===== config.mk =====
export PLATFORM = sky130hd
export DESIGN_NAME = mod_counter_flat
export DESIGN_NICKNAME = d
export VERILOG_FILES = /design/src/rtl/mod_counter_if.sv /design/src/rtl/mod_counter.sv /design/src/flat_wrapper.sv
export SDC_FILE = /design/constraint.sdc
export NUM_CORES = 1
export LEC_CHECK = 0
export ABC_AREA = 1
export CAP_MARGIN = 5
export CORE_MARGIN = 2
export CORE_UTILIZATION = 35
export CTS_BUF_LIST = sky130_fd_sc_hd__clkbuf_16
export DETAILED_ROUTE_END_ITERATION = 12
export GPL_TIMING_DRIVEN = 0
export PLACE_DENSITY = 0.58
export SYNTH_ARGS = -nofsm -noshare
export SYNTH_HDL_FRONTEND = slang
export SYNTH_SLANG_ARGS = --single-unit

===== constraint.sdc =====
create_clock -name clk_i -period 3.3 [get_ports clk_i]
set_input_delay 0.33 -clock clk_i [delete_from_list [all_inputs] [get_ports clk_i]]
set_output_delay 0.33 -clock clk_i [all_outputs]
set_load 0.01 [all_outputs]

===== src/rtl/mod_counter_if.sv =====
// mod_counter_if: control inputs and status outputs of mod_counter.
interface mod_counter_if #(parameter int WIDTH = 3);
   logic             clr;
   logic             load;
   logic [WIDTH-1:0] load_val;
   logic             en;
   logic [1:0]       mode;
   logic [WIDTH-1:0] count;
   logic             dir;
   logic             tc;
   logic             ovf;
   modport master (output clr, load, load_val, en, mode, input count, dir, tc, ovf);
   modport slave (input clr, load, load_val, en, mode, output count, dir, tc, ovf);
endinterface


===== src/rtl/mod_counter.sv =====
// mod_counter: modulo counter with up/down/bounce modes, wrap or saturate,
// clear/load/enable, terminal-count pulse and sticky overflow.
module mod_counter #(
   parameter int WIDTH    = 3,
   parameter int MAX      = 7,
   parameter bit SATURATE = 1'b0
) (
   input logic          clk_i,
   input logic          rst_ni,
   mod_counter_if.slave bus
);
   typedef enum logic [1:0] {M_UP = 2'b00, M_DOWN = 2'b01, M_BOUNCE = 2'b10, M_HOLD = 2'b11} mode_e;
   typedef enum logic {D_UP = 1'b0, D_DOWN = 1'b1} dir_e;
   localparam logic [WIDTH-1:0] TOP = WIDTH'(MAX);
   localparam logic [WIDTH-1:0] ONE = WIDTH'(1);
   generate
      if (WIDTH < 1 || MAX < 1 || 64'(MAX) >= (64'd1 << WIDTH)) begin : g_bad_param
         $error("mod_counter: MAX must lie in 1 .. 2**WIDTH-1");
      end
   endgenerate
   logic [WIDTH-1:0] count_q, count_d;
   dir_e             dir_q, dir_d;
   logic             tc_q, tc_d;
   logic             ovf_q, ovf_d;
   logic             at_top, at_zero, turn, step_up;
   mode_e            mode;
   assign mode    = mode_e'(bus.mode);
   assign at_top  = count_q == TOP;
   assign at_zero = count_q == '0;
   // Bounce reverses on reaching an end and steps straight back off it.
   assign turn    = (dir_q == D_UP) ? at_top : at_zero;
   assign step_up = (dir_q == D_UP) ^ turn;
   always_comb begin
      count_d = count_q;
      dir_d   = dir_q;
      tc_d    = 1'b0;
      ovf_d   = ovf_q;
      if (bus.clr) begin
         count_d = '0;
         dir_d   = D_UP;
         ovf_d   = 1'b0;
      end else if (bus.load) begin
         count_d = (bus.load_val > TOP) ? TOP : bus.load_val;
      end else if (bus.en) begin
         case (mode)
            M_UP: begin
               count_d = at_top ? (SATURATE ? TOP : '0) : count_q + ONE;
               tc_d    = at_top;
               ovf_d   = ovf_q | at_top;
            end
            M_DOWN: begin
               count_d = at_zero ? (SATURATE ? '0 : TOP) : count_q - ONE;
               tc_d    = at_zero;
               ovf_d   = ovf_q | at_zero;
            end
            M_BOUNCE: begin
               count_d = step_up ? count_q + ONE : count_q - ONE;
               dir_d   = turn ? dir_e'(~dir_q) : dir_q;
               tc_d    = turn;
            end
            default: ;
         endcase
      end
   end
   always_ff @(posedge clk_i or negedge rst_ni) begin
      if (!rst_ni) begin
         count_q <= '0;
         dir_q   <= D_UP;
         tc_q    <= 1'b0;
         ovf_q   <= 1'b0;
      end else begin
         count_q <= count_d;
         dir_q   <= dir_d;
         tc_q    <= tc_d;
         ovf_q   <= ovf_d;
      end
   end
   assign bus.count = count_q;
   assign bus.dir   = dir_q;
   assign bus.tc    = tc_q;
   assign bus.ovf   = ovf_q;
endmodule

===== src/flat_wrapper.sv =====
// flat-port wrapper written by rule: the top's interface ports become plain ports
module mod_counter_flat 
#(
   parameter int WIDTH    = 3,
   parameter int MAX      = 7,
   parameter bit SATURATE = 1'b0
)
  (clk_i, rst_ni, bus_clr, bus_load, bus_load_val, bus_en, bus_mode, bus_count, bus_dir, bus_tc, bus_ovf);
  mod_counter_if #(.WIDTH(WIDTH)) bus_i ();
  input logic clk_i;
  input logic rst_ni;
  input wire logic [$bits(bus_i.clr)-1:0] bus_clr;
  input wire logic [$bits(bus_i.load)-1:0] bus_load;
  input wire logic [$bits(bus_i.load_val)-1:0] bus_load_val;
  input wire logic [$bits(bus_i.en)-1:0] bus_en;
  input wire logic [$bits(bus_i.mode)-1:0] bus_mode;
  output wire logic [$bits(bus_i.count)-1:0] bus_count;
  output wire logic [$bits(bus_i.dir)-1:0] bus_dir;
  output wire logic [$bits(bus_i.tc)-1:0] bus_tc;
  output wire logic [$bits(bus_i.ovf)-1:0] bus_ovf;
  assign bus_i.clr = bus_clr;
  assign bus_i.load = bus_load;
  assign bus_i.load_val = bus_load_val;
  assign bus_i.en = bus_en;
  assign bus_i.mode = bus_mode;
  assign bus_count = bus_i.count;
  assign bus_dir = bus_i.dir;
  assign bus_tc = bus_i.tc;
  assign bus_ovf = bus_i.ovf;
  mod_counter #(.WIDTH(WIDTH), .MAX(MAX), .SATURATE(SATURATE)) u_core (.clk_i(clk_i), .rst_ni(rst_ni), .bus(bus_i));
endmodule

### Word-level counts from Yosys, hierarchy flattened

Index checks and enable logic that the tools add are counted.
W data, S select, Z words.

| storage, ports and cells | value |
|---|---|
| register bits after elaboration | 6 |
| bits in latches | 0 |
| RAM bits | 0 |
| bits in read-only memories | 0 |
| bits of input ports | 10 |
| memories | 0 |

| cells by class | value |
|---|---|
| $add $sub $neg | 2 |
| $mul | 0 |
| div/mod/pow operators | 0 |
| magnitude comparators | 1 |
| equality and inequality tests | 4 |
| shift operators | 0 |
| multiplexer cells | 22 |
| bitwise logic cells | 4 |
| reductions and logical operators | 11 |

Operator list:

| kind | count |
|---|---|
| $mux W3 | 7 |
| $mux W1 | 12 |
| $pmux W3 S3 | 1 |
| $reduce_bool A2 Y1 | 3 |
| $reduce_bool A3 Y1 | 2 |
| $reduce_bool A5 Y1 | 1 |
| $reduce_and A4 Y1 | 1 |
| $add A3 B1 Y3 const B | 1 |
| $eq A3 B3 Y1 const B | 1 |
| $gt A3 B3 Y1 const B | 1 |
| $logic_not A3 Y1 | 1 |
| $pmux W1 S3 | 1 |
| $reduce_and A3 Y1 | 1 |
| $sub A3 B1 Y3 const B | 1 |
| $eq A2 B1 Y1 const B | 1 |
| $eq A2 B2 Y1 const B | 1 |
| $logic_not A2 Y1 | 1 |
| $ne A2 B2 Y1 const B | 1 |
| $or A1 B1 Y1 | 2 |
| $pmux W1 S2 | 1 |
| $reduce_and A2 Y1 | 1 |
| $not A1 Y1 | 1 |
| $xor A1 B1 Y1 | 1 |

### Longest topological paths before layout

| depth | value |
|---|---|
| word-level depth | 8 |
| gate-level depth with buffers | 10 |
| mapped depth without buffers | 10 |

### Worst setup path before layout

Ideal clock, no wire load.

| timing path | value |
|---|---|
| kind | register -> register |
| start point | reg u_core.count_q[0] (netlist: u_core.bus.count[0]) |
| end point | reg u_core.dir_q (netlist: u_core.bus.dir) |
| data arrival time | 1.301 ns |
| required time | 3.182 ns |
| slack | 1.880 ns |
| stages on the path, launching flop included | 9 |
| path buffers | 0 |
| clock period less this slack | 1.420 ns |
| cell sequence | dfrtp_1 ha_1 ha_1 inv_1 nand2_1 nand3_1 nor2_1 xor2_1 nor2_1 |

| on the way | value |
|---|---|
| word-level cells in the longest chain between the ends | 4 |
| elaborated cells between the ends (all ways) | 5 |
| those cells by class | 1 x eq/ne; 1 x mux; 3 x reduce/logical |

RTL lines:

| what | RTL line | RTL |
|---|---|---|
| from (decl) | mod_counter.sv:21 | `logic [WIDTH-1:0] count_q, count_d;` |
| from (signal assigned) | mod_counter.sv:72 | `count_q <= count_d;` |
| $eq A3 B3 Y1 or $logic_not A3 Y1 (tied branches) | mod_counter.sv:28, mod_counter.sv:29 |  |
| $mux W1 * | mod_counter.sv:31 | `assign turn = (dir_q == D_UP) ? at_top : at_zero;` |
| $reduce_bool A2 Y1 (no source line) * | - |  |
| $reduce_and A4 Y1 (no source line) * | - |  |
| to (signal assigned) | mod_counter.sv:73 | `dir_q <= dir_d;` |
| to (decl) | mod_counter.sv:22 | `dir_e dir_q, dir_d;` |

Mark *: on every way between the ends. The rest lies on a longest branch, timed or not.
A chain may end at the register's enable or synchronous reset.

### Worst setup path after layout

| timing path | value |
|---|---|
| start point | in bus_mode[0] |
| end point | reg u_core.count_q[1] (netlist: u_core.bus.count[1]) |

| on the way | value |
|---|---|
| word-level cells in the longest chain between the ends | 5 |
| elaborated cells between the ends (all ways) | 9 |
| those cells by class | 2 x eq/ne; 4 x mux; 3 x reduce/logical |

RTL lines:

| what | RTL line | RTL |
|---|---|---|
| from (decl) | flat_wrapper.sv:16 | `input wire logic [$bits(bus_i.mode)-1:0] bus_mode;` |
| $eq A2 B2 Y1 (tied with other cells) | mod_counter.sv:45 | `case (mode)` |
| $pmux W3 S3 | mod_counter.sv:45 |  |
| $mux W3 | mod_counter.sv:44 | `end else if (bus.en) begin` |
| $mux W3 | mod_counter.sv:42 | `end else if (bus.load) begin` |
| $mux W3 | mod_counter.sv:38 | `if (bus.clr) begin` |

Parallel ways exist; a longest one is shown, timed or not. The select of a mux whose other input is x is not followed.

==> metrics.txt <==
H-tree levels 1; Highest Clock Rate 588 MHz; Logic pwr share 24.7%; gr ovfl total 0; Setup Buffers After CTS 0; critical path class input port to register; crit path max fanout 6; relative slew slack 81.4%; layout cells sized above 1 7.77%; antenna fix cells 0; final hold vios 0; asr flop ratio synth 100%; Layout Skew 0.000847 ns; Hold-fix buffers, CTS 0; Clock Tree Buf Depth 2; CP startpoint bus_mode[0]; Clock Power Share 52.1%; max-cap violations 0; DRT Wirelength 1290 um; Die Y 44.8 um; antenna violations before repair 0; hold_ws 0.349 ns; Die ar. 2000 um2; Net Switching 92.9 uW; WL/cell 10.9 um; P&R area growth vs syn 42.2%; Worst VDD drop 366 uV; worst endpoint required time 3.41 ns; RSZ-0062 raised after global routing false; Reg power frac 23.2%; first-pass GRT wire length 2190 um; CTS resizes 0; min-delay worst type input port to async pin; gpl congestion 0.825; clock tree sinks 6; CTS tree yes; DR vias 599; switching share of power 25.1%; Synth Area per Inst 6.84 um2; Syn. warnings 0; crit path launch type input port; Root Driver clkbuf_16; top_reg_cell synth dfrtp_1; Leak 0.000411 uW; # setup viols final 0; Initial Util 38.2%; Post-synth EDFFs 0; Post-DP HPWL 1090 um; run status completed; post-synthesis cell count 85; fin. max-slew vios 0; P_int 277 uW; 1st-iter DRT viols 10; Chip Width 44.8 um; ANT nets after route 0; GRT Overall Usage 15.2%; Port Buffers 15; worst-skew pair later-pin latency 0.23 ns; DRC Markers 0; CP Capture Type register; Netlist cell types 18; via/cell ratio 5.03; P per Cell Area 447 nW/um2; sequential element share of the synthesized area 25.8%; Worst-path clk slew 0.03 ns; pin count of the biggest net entering global routing 7; final net count 123; DR pass1 iterations 4; fill cell count 155; vias in the first global route 539; worst r2r src u_core.bus.count[0]; Total Neg Setup Slack 0 ns; flops & latches, synth 6; crit path DAT 1.81 ns; crit share post-route 51.6%; total core area 1520 um2; IO Pins 16; clock buffer count from CTS 3; Cell Rows 14; Synth Cell Area 582 um2; crit path time final 1.70 ns; slew at the pin closest to its max-slew limit 0.278 ns; syn nets 103
-- path summary, 6_finish.rpt --
path                                        to  slack (ns)  cells after the start
setup reg to reg                u_core.bus.dir        1.76                      8
hold reg to reg                 u_core.bus.ovf        0.51                      2
hold / removal                  u_core.bus.ovf        0.35                      1
setup / recovery           u_core.bus.count[1]        1.60                      9
min in group clk_i              u_core.bus.ovf        0.51                      2
max in group asynchronous  u_core.bus.count[0]        2.74                      1
-- metrics by stage --
step                util, %  power (uW)  worst slack [ns]  cells  cell area [um2]
finish                 54.3         370              1.60    119              827
floorplan                 -         142              1.88     85              582
global route           54.3         391              1.46    119              827
global placement       49.3         178              1.39    116              752
detailed placement     49.3         178              1.36    116              752
CTS                    54.3         373              1.59    119              827
-- registers in the layout, summed over array words and instances (netlist names) --
name,flops
u_core.bus.ovf,1
u_core.bus.count,3
u_core.bus.dir,1
u_core.bus.tc,1
-- power groups by stage --
| stage | sequential (uW) | combinational, uW | clock [uW] |
|---|---|---|---|
| 2_1_floorplan | 88.1 | 53.9 | 0 |
| 3_3_place_gp | 87.2 | 91.1 | 0 |
| 3_5_place_dp | 87.1 | 91.4 | 0 |
| 4_1_cts | 86.3 | 91.9 | 195 |
| 5_1_grt | 87.4 | 104 | 199 |
| 6_report | 85.9 | 91.3 | 193 |
-- synthesized netlist by cell type (2+ instances only) --
cell,instances,share of area [%]
o21ai_0,2,1.7
ha_1,8,17
inv_1,15,9.7
nand3_1,5,4.3
nand4_1,2,2.2
dfrtp_1,6,26
nor2_1,10,6.5
nand2_1,20,13
a21oi_1,8,6.9
-- routing by layer --
metal	vias up	wire length [um]	GRT usage, %
met5	-	0	0
li1	309	-	-
met3	0	90	6.40
met2	17	611	23.2
met4	0	0	3.53
met1	273	589	20.0
-- worst max-delay path, stage by stage --
cell and delay, ns:
clkdlybuf4s50_1 0.51, inv_1 0.07, ha_1 0.27, nor2_2 0.16, nand2_2 0.08, a21oi_4 0.17, inv_1 0.07, nor2_1 0.09
a21oi_1 0.05
-- logic make-up after synthesis --
family,count (synthesis),share of synthesized area (%)
compound gates,14,15.5
xor+xnor,1,1.51
fa+ha+maj,8,17.2
buf+inv,16,10.3
flops,6,25.8
simple gates,40,29.7
-- cell usage in the layout, fill, tap and decap left out --
master,n
nor2_1,10
a21oi_1,8
clkdlybuf4s50_1,15
o211ai_1,1
nand4_1,2
a22oi_1,1
nand3_1,5
dfrtp_1,6
inv_1,15
nand2_1,20
xor2_1,1
inv_2,1
a21oi_4,1
nand3_2,1
clkbuf_16,3
nand2_2,1
a311oi_1,1
ha_1,8
o21ai_0,2
nor2_2,1
-- layout make-up --
cell class,instances,area (um2),share of cell area [%]
clock buffers,3,75.1,9.08
flip-flops and latches,6,150,18.2
multi-input cells,63,372,44.9
well taps,16,20.0,2.42
repair buffers,15,150,18.2
inverters,16,60.1,7.26
No activity file was read; power rests on OpenSTA's default activity.
